--- config.mk ---
export PLATFORM = sky130hd
export DESIGN_NAME = tag_decoder
export DESIGN_NICKNAME = d
export VERILOG_FILES = /design/src/rtl/tag_decoder.sv
export SDC_FILE = /design/constraint.sdc
export NUM_CORES = 1
export LEC_CHECK = 0
export CAP_MARGIN = 40
export CORE_MARGIN = 5
export CORE_UTILIZATION = 47
export DETAILED_ROUTE_END_ITERATION = 7
export GPL_TIMING_DRIVEN = 1
export HOLD_SLACK_MARGIN = 0.08
export PLACE_DENSITY = 0.79
export SLEW_MARGIN = 20
export SYNTH_ARGS = -nofsm -noshare
export SYNTH_HDL_FRONTEND = slang
export SYNTH_SLANG_ARGS = --single-unit
--- constraint.sdc ---
create_clock -name clk -period 1.9 [get_ports clk]
set_clock_uncertainty 0.1 [all_clocks]
set_input_delay 0.19 -clock clk [delete_from_list [all_inputs] [get_ports clk]]
set_output_delay 0.19 -clock clk [all_outputs]
set_load 0.02 [all_outputs]
--- src/rtl/tag_decoder.sv ---
// Binary-tag to one-hot decoder behind a 2-entry skid buffer with valid/ready on both sides.
// Optional accepted-tag counter on out_count is enabled by defining TAG_DECODER_STATS_EN.
module tag_decoder #(
  parameter int BIT_WIDTH = 8,
  localparam int TAG_W = $clog2(BIT_WIDTH)
) (
  input  logic                 clk,
  input  logic                 rst,
  input  logic                 in_valid,
  output logic                 in_ready,
  input  logic [TAG_W-1:0]     in_tag,
  input  logic                 in_en,
  output logic                 out_valid,
  input  logic                 out_ready,
  output logic [BIT_WIDTH-1:0] out_onehot,
  output logic [TAG_W-1:0]     out_tag,
  output logic [15:0]          out_count
);

  typedef enum logic [1:0] {EMPTY = 2'd0, ONE = 2'd1, TWO = 2'd2} state_e;

  typedef struct packed {
    logic [BIT_WIDTH-1:0] onehot;
    logic [TAG_W-1:0]     tag;
  } entry_t;

  state_e state_q;
  entry_t main_q, skid_q;
  entry_t in_ent;
  logic   acc, drn;

  // Decode at the input so both buffer slots hold ready-to-drive vectors.
  for (genvar i = 0; i < BIT_WIDTH; i++) begin : g_dec
    assign in_ent.onehot[i] = in_en && (in_tag == TAG_W'(i));
  end
  assign in_ent.tag = in_tag;

  assign in_ready   = !rst && (state_q != TWO);
  assign out_valid  = (state_q != EMPTY);
  assign out_onehot = main_q.onehot;
  assign out_tag    = main_q.tag;

  assign acc = in_valid && in_ready;
  assign drn = out_valid && out_ready;

  always_ff @(posedge clk or posedge rst) begin
    if (rst) begin
      state_q <= EMPTY;
      main_q  <= '0;
      skid_q  <= '0;
    end else begin
      case (state_q)
        EMPTY: begin
          if (acc) begin
            main_q  <= in_ent;
            state_q <= ONE;
          end
        end
        ONE: begin
          if (acc && drn) begin
            main_q  <= in_ent;
          end else if (acc) begin
            skid_q  <= in_ent;
            state_q <= TWO;
          end else if (drn) begin
            state_q <= EMPTY;
          end
        end
        TWO: begin
          // in_ready is low here, so only a drain can happen; skid moves up to keep FIFO order.
          if (drn) begin
            main_q  <= skid_q;
            state_q <= ONE;
          end
        end
        default: state_q <= EMPTY;
      endcase
    end
  end

`ifdef TAG_DECODER_STATS_EN
  logic [15:0] cnt_q, cnt_d;

  always_comb begin
    cnt_d = cnt_q;
    if (acc && (cnt_q != 16'hFFFF)) cnt_d = cnt_q + 16'd1;
  end

  always_ff @(posedge clk or posedge rst) begin
    if (rst) cnt_q <= '0;
    else     cnt_q <= cnt_d;
  end

  assign out_count = cnt_q;
`else
  assign out_count = '0;
`endif

endmodule

==> flow_metrics.env <==
export IMPL_synth_area_um2=1329
export IMPL_grt_ovfl_total=0
export IMPL_critPathBufInv=1
export IMPL_yosysWarningCount=0
export IMPL_vias_per_cell=5.191
export IMPL_critPathRequiredTime_ps=2000
export IMPL_finalNonFillerCells=157
export IMPL_worstSetupStartpointType="register"
export IMPL_power_frac_seq_pct=49.7
export IMPL_path_cells="nor4b_1 -> a211o_1 -> buf_4 -> mux2_4"
export IMPL_dpl_cell_area_um2=1528
export IMPL_synth_ff_type="dfrtp_1"
export IMPL_setup_viol=0
export IMPL_dr_first_iter_drc_count=17
export IMPL_ioPinCount=37
export IMPL_period_needed_ps=1788
export IMPL_synth_top_area_share_pct=45.20
export IMPL_gp_congestion=0.7565
export IMPL_cts_buffer_depth=2
export IMPL_slew_viol_final=0
export IMPL_cts_reportedPaths_clkPinSlew_ps=130
export IMPL_max_freq_mhz=559.3
export IMPL_nets=135
export IMPL_synth_top_cell_by_area="dfrtp_1"
export IMPL_ir_worst_vdd_mv=0.4785
export IMPL_swShare_pct=28.86
export IMPL_fp_dieH_um=63.17
export IMPL_endpoint_kind="register"
export IMPL_p_leak_nw=0.7819
export IMPL_crit_start="state_q[0]$_DFFE_PP0P_"
export IMPL_cts_buffers=3
export IMPL_num_antenna_cells=0
export IMPL_grt_pass1_vias=841
export IMPL_cts_tree="yes"
export IMPL_yosysSeqAreaShare_pct=45.20
export IMPL_insertion_delay_ps=310
export IMPL_ys_ff_latch=24
export IMPL_power_density_nw_per_um2=820.5
export IMPL_r2r_start="state_q[0]$_DFFE_PP0P_"
export IMPL_wire_per_inst_um=15.31
export IMPL_ctsHoldBuffers=0
export IMPL_fillers=241
export IMPL_portBuffers=20
export IMPL_hold_ws_ps=214.2
export IMPL_fp_dieW_um=63.17
export IMPL_top_usage_layer="met2"
export IMPL_setup_tns_ps=0
export IMPL_grt_util_met1_pct=16.97
export IMPL_firstDrtPassIters=4
export IMPL_p_switching_mw=0.3707
export IMPL_area_growth_pct=17.80
export IMPL_synth_edf_count=0
export IMPL_cts_max_level=1
export IMPL_rsz0062_at_grt="no"
export IMPL_antenna_found_initial=0
export IMPL_core_um2=2734
export IMPL_grt_pass1_wl_um=4119
export IMPL_grt_max_degree=25
export IMPL_arrival_ps=1890
export IMPL_postCtsSetupRepairBufs=0
export IMPL_row_count=19
export IMPL_final_antenna_net_count=0
export IMPL_min_path_type="input port to asynchronous set/reset pin"
export IMPL_cpPeakStageDelay_ps=450
export IMPL_track_usage_pct=12.64
export IMPL_met2_usage_pct=20.00
export IMPL_p_int_mw=0.9137
export IMPL_dpl_cell_count=153
export IMPL_outcome="completed"
export IMPL_cp_slowest_cell="dfrtp_1"
export IMPL_final_cell_area_um2=1565
export IMPL_relSlewSlack_pct=66.30
export IMPL_cts_num_sinks=24
export IMPL_drive_gt1_share_pct=34.92
export IMPL_critical_path_max_fanout=6
export IMPL_synth_cell_types=23
export IMPL_critPathTopFamily="flip-flops"
export IMPL_postSynthAreaPerCell_um2=13.29
export IMPL_critPathKind="register to register"
export IMPL_dieArea_um2=3990
export IMPL_grt_met3_usage_pct=3.197
export IMPL_synthCells=100
export IMPL_drv_cap=0
export IMPL_tightest_slew_ps=498.7
export IMPL_wl_um=2403
export IMPL_cts_root_buffer="clkbuf_4"
export IMPL_drc=0
export IMPL_synth_top_cells_by_count="dfrtp_1 (24), mux2_2 (23), buf_4 (16)"
export IMPL_hold_viol=0
export IMPL_vias=815
export IMPL_start_util_pct=48.60
export IMPL_combPwrFrac_pct=29.8
export IMPL_timing_final_crit_share_pct=94.10
export IMPL_postSynth_asyncResetShare_pct=100.0
export IMPL_p_clk_share_pct=20.5
export IMPL_synth_most_common_cell="dfrtp_1"
export IMPL_synth_area_leaders="dfrtp_1 (45%), mux2_2 (19%), mux2_4 (11%)"
export IMPL_place_hpwl_um=1752
sequential cells by signal, indices dropped and copies added, names as in the netlist:
register and count:
out_onehot 8, out_tag 3, state_q 2, skid_q 11
path summary, 6_finish.rpt:
| kind | to | slack, ps | depth (start not counted) |
|---|---|---|---|
| worst min register to register | skid_q[3]$_DFFE_PP0P_ | 420 | 1 |
| max in group asynchronous | out_onehot[7]$_DFFE_PP0P_ | 1240 | 3 |
| worst min-delay path | out_onehot[5]$_DFFE_PP0P_ | 210 | 3 |
| worst max-delay path | out_onehot[4]$_DFFE_PP0P_ | 110 | 4 |
| min in group clk | skid_q[3]$_DFFE_PP0P_ | 420 | 1 |
| worst max register to register | out_onehot[4]$_DFFE_PP0P_ | 110 | 4 |
cells in the final DEF (no fill, tap or decap):
master           Yosys  routed
or2_2                1       1
clkdlybuf4s50_1      0      18
and4_1               1       1
and3b_1              1       1
clkbuf_4             0       3
dlymetal6s2s_1       0       1
nor4b_1              2       2
conb_1               1      16
nand2b_1             2       2
dfrtp_1             24      24
nor2b_1              1       1
o21ai_0              2       2
nor4bb_1             3       3
and2_1               1       1
dlygate4sd2_1        0       1
buf_4               16       6
clkbuf_8             0       1
a211o_1              1       1
mux2_4              10      10
nor3b_1              1       1
inv_1                1       1
mux2i_1              1       1
and4b_1              3       3
nor2_1               1       1
nand2_1              1       1
mux2_2              23      23
power by group through the flow:
stage	Sequential, mW	Combinational, mW	Clock (mW)
after detailed placement	0.647	0.388	0
after floorplan	0.679	0.232	0
after CTS	0.639	0.387	0.273
final	0.638	0.383	0.264
after global placement	0.643	0.378	0
after global routing	0.648	0.409	0.301
per-layer routing:
metal / part of all wire (%) / vias to the layer above
li1: - / 376
met1: 46 / 405
met5: 0 / -
met4: 1.0 / 0
met2: 46 / 32
met3: 6.9 / 2
cell families after synthesis:
logic type / after synthesis / share of synthesized area (%)
other: 1 / 0.2822
AND/OR/NAND/NOR: 18 / 10.64
AO/OA/AOI/OAI: 3 / 1.413
multiplexers: 34 / 31.54
flip-flops: 24 / 45.20
buffers and inverters: 20 / 10.92
stage by stage:
step           total power, mW  setup WS [ps]  utilization (%)
6_report                 1.284          112.0            57.25
5_1_grt                  1.359          21.52            57.25
4_1_cts                  1.299          5.120            57.16
3_5_place_dp             1.035         -100.9            55.88
3_3_place_gp             1.021          3.225            55.88
2_1_floorplan           0.9105          302.9                -
repair_timing:
action / CTS / global route
gates resized for setup: 1 / 1
endpoints found under the setup margin: 1 / 1
pin swaps: 0 / 0
worst register-to-register path, cell delays in order (launching register included):
cell,delay (ps)
dfrtp_1,450
nor4b_1,440
a211o_1,200
buf_4,190
mux2_4,310
final cells by class:
class / instances / area [um2] / area share [%]
flip-flops and latches: 24 / 600.6 / 38.37
repair buffers: 26 / 246.5 / 15.75
well taps: 31 / 38.79 / 2.478
multi-input cells: 71 / 639.4 / 40.85
inverters: 1 / 3.754 / 0.2398
clock buffers: 4 / 36.28 / 2.318
Power figures use the tool's default switching activity.
